<file path="config.mk">
export PLATFORM = sky130hd
export DESIGN_NAME = regfile_scoreboard_flat
export DESIGN_NICKNAME = d
export VERILOG_FILES = /design/src/rtl/regfile_scoreboard_if.sv /design/src/rtl/regfile_scoreboard.sv /design/src/flat_wrapper.sv
export SDC_FILE = /design/constraint.sdc
export NUM_CORES = 1
export LEC_CHECK = 0
export BUFFER_PORTS_ARGS = -buffer_cell sky130_fd_sc_hd__clkbuf_2
export CAP_MARGIN = 5
export CORE_AREA = 2 2 68 70
export CTS_CLUSTER_DIAMETER = 60
export CTS_CLUSTER_SIZE = 8
export DETAILED_ROUTE_END_ITERATION = 6
export DIE_AREA = 0 0 70 72
export PLACE_DENSITY = 0.68
export SLEW_MARGIN = 20
export SYNTH_ARGS = -nofsm -noshare
export SYNTH_HDL_FRONTEND = slang
export SYNTH_SLANG_ARGS = --single-unit
</file>
<file path="constraint.sdc">
create_clock -name clk -period 6.6 [get_ports clk]
set_input_delay 0.66 -clock clk [delete_from_list [all_inputs] [get_ports clk]]
set_output_delay 0.66 -clock clk [all_outputs]
set_load 0.1 [all_outputs]
</file>
<file path="src/rtl/regfile_scoreboard_if.sv">
// Purpose: decode/writeback/control bundle between the decode stage and the
//          register-file issue scoreboard.
// Signals:
//   issue_valid, rs_used/rs_sel, rt_used/rt_sel, wr_used/wr_sel : issue request
//   wb_valid, wb_sel                                            : writeback retire
//   halt_req, resume                                            : drain control pulses
//   stall, issue_fire                                           : same-cycle issue verdict
//   busy, drained, err                                          : status
// Modports: master = decode side (drives requests), slave = scoreboard.
interface regfile_scoreboard_if #(
  parameter int unsigned NREG = 8
);
  localparam int unsigned SEL_W = $clog2(NREG);

  logic             issue_valid;
  logic             rs_used;
  logic [SEL_W-1:0] rs_sel;
  logic             rt_used;
  logic [SEL_W-1:0] rt_sel;
  logic             wr_used;
  logic [SEL_W-1:0] wr_sel;
  logic             wb_valid;
  logic [SEL_W-1:0] wb_sel;
  logic             halt_req;
  logic             resume;
  logic             stall;
  logic             issue_fire;
  logic             busy;
  logic             drained;
  logic             err;

  modport master (
    output issue_valid, rs_used, rs_sel, rt_used, rt_sel, wr_used, wr_sel,
           wb_valid, wb_sel, halt_req, resume,
    input  stall, issue_fire, busy, drained, err
  );

  modport slave (
    input  issue_valid, rs_used, rs_sel, rt_used, rt_sel, wr_used, wr_sel,
           wb_valid, wb_sel, halt_req, resume,
    output stall, issue_fire, busy, drained, err
  );
endinterface

</file>
<file path="src/rtl/regfile_scoreboard.sv">
// Purpose: decode-stage issue scoreboard. Keeps a pending-write counter per
//          architectural register (up at issue, down at writeback), stalls
//          issue on pending sources or a saturated destination counter, and
//          runs a RUN/DRAIN/HALTED FSM that quiesces issue on request.
// Ports:
//   clk   : clock, rising edge
//   rst_n : asynchronous active-low reset
//   sb    : regfile_scoreboard_if.slave (issue, writeback, control, status)
// Build option: define SB_WB_BYPASS_EN when the register file forwards
//   same-cycle writeback data; a source whose last pending write retires this
//   cycle is then not treated as pending.
module regfile_scoreboard #(
  parameter int unsigned NREG  = 8,
  parameter int unsigned CNT_W = 2
) (
  input  logic                 clk,
  input  logic                 rst_n,
  regfile_scoreboard_if.slave  sb
);

  localparam int unsigned SEL_W   = $clog2(NREG);
  localparam logic [CNT_W-1:0] CNT_MAX = {CNT_W{1'b1}};

  typedef enum logic [1:0] {
    ST_RUN    = 2'd0,
    ST_DRAIN  = 2'd1,
    ST_HALTED = 2'd2
  } state_e;

  state_e           state_q, state_d;
  logic [CNT_W-1:0] cnt_q [NREG];
  logic [CNT_W-1:0] cnt_d [NREG];
  logic             err_q, err_d;

  logic [NREG-1:0]  wb_hit;
  logic [NREG-1:0]  pend;
  logic [NREG-1:0]  nonzero_q;
  logic [NREG-1:0]  nonzero_d;
  logic             wr_full;
  logic             stall_c;
  logic             fire_c;

  // Per-register writeback match and source-pending view
  always_comb begin
    wb_hit    = '0;
    pend      = '0;
    nonzero_q = '0;
    for (int i = 0; i < int'(NREG); i++) begin
      wb_hit[i]    = sb.wb_valid && (sb.wb_sel == SEL_W'(i));
      nonzero_q[i] = (cnt_q[i] != '0);
      pend[i]      = nonzero_q[i];
`ifdef SB_WB_BYPASS_EN
      // last outstanding write retiring now is forwarded by the register file
      if ((cnt_q[i] == CNT_W'(1)) && wb_hit[i]) begin
        pend[i] = 1'b0;
      end
`endif
    end
  end

  // Issue verdict; a saturated destination may still issue if it retires one this cycle
  always_comb begin
    wr_full = sb.wr_used && (cnt_q[sb.wr_sel] == CNT_MAX) && !wb_hit[sb.wr_sel];
    stall_c = (state_q != ST_RUN)
            || (sb.rs_used && pend[sb.rs_sel])
            || (sb.rt_used && pend[sb.rt_sel])
            || wr_full;
    fire_c  = sb.issue_valid && !stall_c;
  end

  // Counter next state and underflow detection
  always_comb begin
    nonzero_d = '0;
    err_d     = sb.wb_valid && (cnt_q[sb.wb_sel] == '0);
    for (int i = 0; i < int'(NREG); i++) begin
      logic inc;
      logic dec;
      inc      = fire_c && sb.wr_used && (sb.wr_sel == SEL_W'(i));
      dec      = wb_hit[i] && nonzero_q[i];
      cnt_d[i] = cnt_q[i];
      if (inc && !dec) begin
        cnt_d[i] = cnt_q[i] + CNT_W'(1);
      end else if (dec && !inc) begin
        cnt_d[i] = cnt_q[i] - CNT_W'(1);
      end
      nonzero_d[i] = (cnt_d[i] != '0);
    end
  end

  // Halt/drain FSM; DRAIN is skipped when nothing is left in flight
  always_comb begin
    state_d = state_q;
    case (state_q)
      ST_RUN: begin
        if (sb.halt_req) begin
          state_d = (nonzero_d == '0) ? ST_HALTED : ST_DRAIN;
        end
      end
      ST_DRAIN: begin
        if (nonzero_d == '0) begin
          state_d = ST_HALTED;
        end
      end
      ST_HALTED: begin
        if (sb.resume) begin
          state_d = ST_RUN;
        end
      end
      default: state_d = ST_RUN;
    endcase
  end

  // State registers
  always_ff @(posedge clk or negedge rst_n) begin
    if (!rst_n) begin
      state_q <= ST_RUN;
      err_q   <= 1'b0;
      for (int i = 0; i < int'(NREG); i++) begin
        cnt_q[i] <= '0;
      end
    end else begin
      state_q <= state_d;
      err_q   <= err_d;
      for (int i = 0; i < int'(NREG); i++) begin
        cnt_q[i] <= cnt_d[i];
      end
    end
  end

  assign sb.stall      = stall_c;
  assign sb.issue_fire = fire_c;
  assign sb.busy       = |nonzero_q;
  assign sb.drained    = (state_q == ST_HALTED);
  assign sb.err        = err_q;

endmodule

</file>
<file path="src/flat_wrapper.sv">
// flat-port wrapper written by rule: the top's interface ports become plain ports
module regfile_scoreboard_flat 
#(
  parameter int unsigned NREG  = 8,
  parameter int unsigned CNT_W = 2
)
  (clk, rst_n, sb_issue_valid, sb_rs_used, sb_rs_sel, sb_rt_used, sb_rt_sel, sb_wr_used, sb_wr_sel, sb_wb_valid, sb_wb_sel, sb_halt_req, sb_resume, sb_stall, sb_issue_fire, sb_busy, sb_drained, sb_err);
  regfile_scoreboard_if #(.NREG(NREG)) sb_i ();
  input  logic clk;
  input  logic rst_n;
  input wire logic [$bits(sb_i.issue_valid)-1:0] sb_issue_valid;
  input wire logic [$bits(sb_i.rs_used)-1:0] sb_rs_used;
  input wire logic [$bits(sb_i.rs_sel)-1:0] sb_rs_sel;
  input wire logic [$bits(sb_i.rt_used)-1:0] sb_rt_used;
  input wire logic [$bits(sb_i.rt_sel)-1:0] sb_rt_sel;
  input wire logic [$bits(sb_i.wr_used)-1:0] sb_wr_used;
  input wire logic [$bits(sb_i.wr_sel)-1:0] sb_wr_sel;
  input wire logic [$bits(sb_i.wb_valid)-1:0] sb_wb_valid;
  input wire logic [$bits(sb_i.wb_sel)-1:0] sb_wb_sel;
  input wire logic [$bits(sb_i.halt_req)-1:0] sb_halt_req;
  input wire logic [$bits(sb_i.resume)-1:0] sb_resume;
  output wire logic [$bits(sb_i.stall)-1:0] sb_stall;
  output wire logic [$bits(sb_i.issue_fire)-1:0] sb_issue_fire;
  output wire logic [$bits(sb_i.busy)-1:0] sb_busy;
  output wire logic [$bits(sb_i.drained)-1:0] sb_drained;
  output wire logic [$bits(sb_i.err)-1:0] sb_err;
  assign sb_i.issue_valid = sb_issue_valid;
  assign sb_i.rs_used = sb_rs_used;
  assign sb_i.rs_sel = sb_rs_sel;
  assign sb_i.rt_used = sb_rt_used;
  assign sb_i.rt_sel = sb_rt_sel;
  assign sb_i.wr_used = sb_wr_used;
  assign sb_i.wr_sel = sb_wr_sel;
  assign sb_i.wb_valid = sb_wb_valid;
  assign sb_i.wb_sel = sb_wb_sel;
  assign sb_i.halt_req = sb_halt_req;
  assign sb_i.resume = sb_resume;
  assign sb_stall = sb_i.stall;
  assign sb_issue_fire = sb_i.issue_fire;
  assign sb_busy = sb_i.busy;
  assign sb_drained = sb_i.drained;
  assign sb_err = sb_i.err;
  regfile_scoreboard #(.NREG(NREG), .CNT_W(CNT_W)) u_core (.clk(clk), .rst_n(rst_n), .sb(sb_i));
endmodule
</file>
# [Word level (Yosys, flattened, before mapping)]
# Index checks and enable logic that the tools add are counted.
# Widths: inputs -> output; s select.
[totals] register_bits=19 latchBits=0 ramBits=0 romBits=0 input_bits=21 output_inout_bits=5 word_cells=178 memories=0
[classes] addsub=16 multipliers=0 n_div=0 n_lt_le_gt_ge=5 n_eq_ne=20 shifts=0 n_mux=33 bitwise_logic=2 reduce_logical=92
[ops] operator="$mux 2" n=24
[ops] operator="$logic_and 1x1->1" n=47
[ops] operator="$reduce_bool 2->1" n=17
[ops] operator="$eq 3x3->1 const B" n=8
[ops] operator="$logic_not 1->1" n=18
[ops] operator="$add 2x1->2 const B" n=8
[ops] operator="$sub 2x1->2 const B" n=8
[ops] operator="$bmux 2 s3" n=2
[ops] operator="$eq 3x2->1 const B" n=4
[ops] operator="$lt 3x4->1 const B" n=3
[ops] operator="$bmux 1 s3" n=3
[ops] operator="$ge 4x4->1 const B" n=2
[ops] operator="$logic_not 8->1" n=1
[ops] operator="$not 3->4" n=2
[ops] operator="$reduce_or 8->1" n=1
[ops] operator="$eq 3x1->1 const B" n=2
[ops] operator="$logic_not 3->1" n=2
[ops] operator="$pmux 2 s3" n=1
[ops] operator="$eq 2x2->1 const B" n=2
[ops] operator="$logic_not 2->1" n=2
[ops] operator="$ne 2x2->1 const B" n=2
[ops] operator="$logic_or 1x1->1" n=3
[ops] operator="$mux 1" n=3
[ops] operator="$reduce_and 3->1" n=1
[ops] operator="other kinds (2)" n=2

# [Depth between registers and ports, before layout]
[logic_depth] word_depth=21 ltp_mapped=12 depth_no_buf=11

# [Worst setup path before layout]
# No wires, ideal clock.
[synth_path] kind="input to output" from="in sb_rt_sel[1]" to="out sb_issue_fire" arrival_ns=3.771 required_time_ns=5.940 slack_ns=2.169 stages=7 n_path_buf=2 path_cell_list="buf_4 > mux2i_1 > mux4_2 > a221o_1 > buf_6 > a21o_1 > nor2_1"
[synth_via] elab_chain_cells=7
[synth_rtl] element="from (decl)" line="flat_wrapper.sv:15" text="input wire logic [$bits(sb_i.rt_sel)-1:0] sb_rt_sel;"
[synth_rtl] element="$bmux 1 s3" line="regfile_scoreboard.sv:66" text="|| (sb.rt_used && pend[sb.rt_sel])"
[synth_rtl] element="$mux 1 (not written as such)" line="regfile_scoreboard.sv:66"
[synth_rtl] element="$logic_and 1x1->1" line="regfile_scoreboard.sv:66"
[synth_rtl] element="$logic_or 1x1->1" line="regfile_scoreboard.sv:66"
[synth_rtl] element="$logic_or 1x1->1" line="regfile_scoreboard.sv:67" text="|| wr_full;"
[synth_rtl] element="named net sb_stall" line="flat_wrapper.sv:22" text="output wire logic [$bits(sb_i.stall)-1:0] sb_stall;"
[synth_rtl] element="$logic_not 1->1" line="regfile_scoreboard.sv:68" text="fire_c = sb.issue_valid && !stall_c;"
[synth_rtl] element="$logic_and 1x1->1" line="regfile_scoreboard.sv:68"
[synth_rtl] element="to (decl)" line="flat_wrapper.sv:23" text="output wire logic [$bits(sb_i.issue_fire)-1:0] sb_issue_fire;"
# The timed path passes the listed nets, and every way through them passes these cells. The select of a mux whose other input is x is not followed.

==> metrics.cfg <==
[outcome]
status = finished clean

[floorplan]
die_h_um = 72
die_area_um2 = 5040
rows = 24
coreArea_um2 = 4260
ios = 26
die_w_um = 70
start_util = 0.445

[clock_network]
insertion_delay_ps = 260
clock-sinks = 19
cts_max_level = 1
cts_tree = done
cts.path.max_buffers = 2
cts-root-buf = clkbuf_8
cts-buffers-inserted = 3
path_clk_slew_ps = 80
cts.repair.resized = 0
postCtsSetupRepairBufs = 0
ctsHoldBuffers = 0

[synth]
ys_warn_count = 0
syn-num-nets = 248
synth_edf_count = 0
ys_seq_elements = 19
yosysSeqAreaShare = 0.250
synthCells = 219
async_flop_share = 1.00
synthFlopType = dfrtp_1
synth_cell_types = 55
syn_avg_cell_area_um2 = 8.67
synth_area_um2 = 1900

[min_path]
hp-class = primary input to async pin

[critical_path]
cp_cell_sequence = inv_1 -> ha_1 -> mux2i_1 -> mux4_2 -> a221o_1 -> nand4b_4 -> maj3_2 -> mux2_2 -> or4_1 -> nor4_2 -> a21oi_1
critPathMaxStageDelay_ps = 520
endpoint_kind = register
startpoint_type = register
required_ps = 6740
reg2reg_slack_ps = 2840
cp_slowest_cell = a221o_1
crit_arrival_ps = 3910
path_max_fanout = 9
path_class = register to register

[layout]
drive_gt1_frac = 0.179
fin_util = 0.490
antennaDiodeCount = 0
fin_nets = 270
finish.instance_area_um2 = 2090
area_growth_syn_to_layout_pct = 10.1

[global_route]
antenna_found_initial = 0
grt_pass1_vias = 1697
track_usage = 0.206
grt_max_degree = 20
grt_pass1_wl_mm = 8.16
gr-total-overflow = 0

[pwr]
power.internal_mw = 0.414
power_density_nw_per_um2 = 369
switching_power_mw = 0.358
combPwrFrac = 0.627
ir_worst_vdd_mv = 0.115
pwr-share-seq = 0.262
swShare = 0.464
clkPwrFrac = 0.110
power.leakage_nw = 0.838

[sta]
finalCritPeriodShare = 0.570
fin_skew_ps = 3.11
fmax_ghz = 0.266
tns_ps = 0
slew_violations = 0
holdWs_ps = 369
max-slew-margin-rel = 0.459
rsz0062_at_grt = no
hold_violations = 0
worst_pin_slew_ps = 800
setup-violations-final = 0
layout_min_cycle_time_ps = 3760

[routing]
vias = 1766
drt_first_iter_violations = 136
drc_errors = 0
first_pass_iters = 4
ant_nets = 0
wire_per_inst_um = 16.9
via_per_inst = 6.05
routed_wl_mm = 4.93

[flow_run]
max-cap-violations = 0

[placed_design]
dp_hpwl_mm = 4.01
io_buffers = 25
gp_congestion = 0.951
placed_area_um2 = 2040

-- cells in the mapped netlist (3+ instances only) --
library cell  instances  area share
nor2_1                8       0.016
clkbuf_1              4      0.0079
o311ai_0              3       0.014
a21oi_1              11       0.029
nor4_1                4       0.013
nor2b_1               3      0.0099
dfrtp_1              19        0.25
o21ai_0               7       0.018
nand2_1               5      0.0099
nor3_1               15       0.040
a31oi_1               4       0.013
mux4_2                3       0.036
ha_1                  8       0.053
nand4_1               5       0.016
mux2i_1               9       0.047
maj3_1                6       0.032
inv_1                23       0.045
nand3_1              10       0.026
nand2b_1              3      0.0099
o22ai_1               5       0.016
xnor2_1              19       0.088
nor3b_1               5       0.020
-- cells in the final DEF (no fill, tap or decap), types with 2 or more instances in the layout --
master     n
nor4_1     4
o31ai_1    2
inv_1     23
o311ai_0   3
ha_1       8
a21oi_1   11
nor4b_1    2
clkbuf_2  25
mux2i_1    9
nand3b_1   2
nand2b_1   3
nand3_1   10
or2_2      2
o21ai_0    7
nor2_1     8
clkbuf_8   3
mux4_2     3
nand4_1    5
dfrtp_1   19
nor3b_1    5
or3_1      2
maj3_1     6
nor3_1    15
a21o_1     2
nor2b_1    3
xnor2_1   19
o22ai_1    5
a31oi_1    4
nand2_1    5
-- final timing paths --
kind | depth (start not counted) | start | to
worst max-delay path | 11 | u_core.cnt_q[2] | u_core.state_q[0]
worst min-delay path | 1 | rst_n | u_core.cnt_q[12]
worst max register to register | 11 | u_core.cnt_q[2] | u_core.state_q[0]
worst min register to register | 2 | u_core.state_q[1] | u_core.state_q[0]
max in group asynchronous | 1 | rst_n | u_core.cnt_q[9]
min in group clk | 2 | u_core.state_q[1] | u_core.state_q[0]
-- flip-flops by register name, indices dropped and copies added, names as in the netlist --
signal,flops
u_core.cnt_q,16
u_core.sb.err,1
u_core.state_q,2
-- layer usage --
layer | global-route usage | wire [um]
met1 | 0.273 | 2340
met2 | 0.347 | 2210
met4 | 0.0748 | 157
met5 | 0 | 0
met3 | 0.0264 | 213
-- area by class of cell --
class / instances / area, um2
Fill cell: 418 / 2170
Multi-Input combinational cell: 169 / 1290
Sequential cell: 19 / 475
Timing Repair Buffer: 25 / 125
Inverter: 23 / 86.3
Tap cell: 52 / 65.1
Clock buffer: 3 / 41.3
Clock inverter: 1 / 5.00
-- kinds of logic (layout without fill, tap and decap cells) --
group                    count (synthesis)  in the layout  synth area share
buffers and inverters                   31             52            0.0692
flip-flops                              19             19             0.250
AO/OA/AOI/OAI                           46             46             0.160
adder cells (fa/ha/maj)                 15             15            0.0903
AND/OR/NAND/NOR                         75             75             0.249
multiplexers                            13             13            0.0890
XOR/XNOR                                20             20            0.0923
-- worst max-delay path, delay by kind of cell (launching register included) --
| kind | cells | cell delay [ps] |
|---|---|---|
| buffers and inverters | 1 | 120 |
| and+or+nand+nor | 3 | 1010 |
| AOI/OAI and AO/OA | 2 | 620 |
| DFF | 1 | 410 |
| muxes | 3 | 870 |
| adders and majority gates | 2 | 620 |
-- stage by stage --
| step | power, mW | std cells | setup WS [ps] |
|---|---|---|---|
| finish | 0.771 | 292 | 2840 |
| global route | 0.838 | 292 | 2670 |
| CTS | 0.769 | 292 | 2840 |
| detailed placement | 0.680 | 288 | 2840 |
| global placement | 0.668 | 288 | 2900 |
| floorplan | 0.570 | 219 | 2170 |
-- power by group through the flow --
stage          Clock, mW  Combinational (mW)  Sequential (mW)
3_3_place_gp           0               0.465            0.203
3_5_place_dp           0               0.476            0.204
2_1_floorplan          0               0.361            0.209
6_report          0.0851               0.484            0.202
4_1_cts           0.0880               0.479            0.202
5_1_grt           0.0938               0.537            0.207
Note: power is estimated with default switching activity, not from simulation.
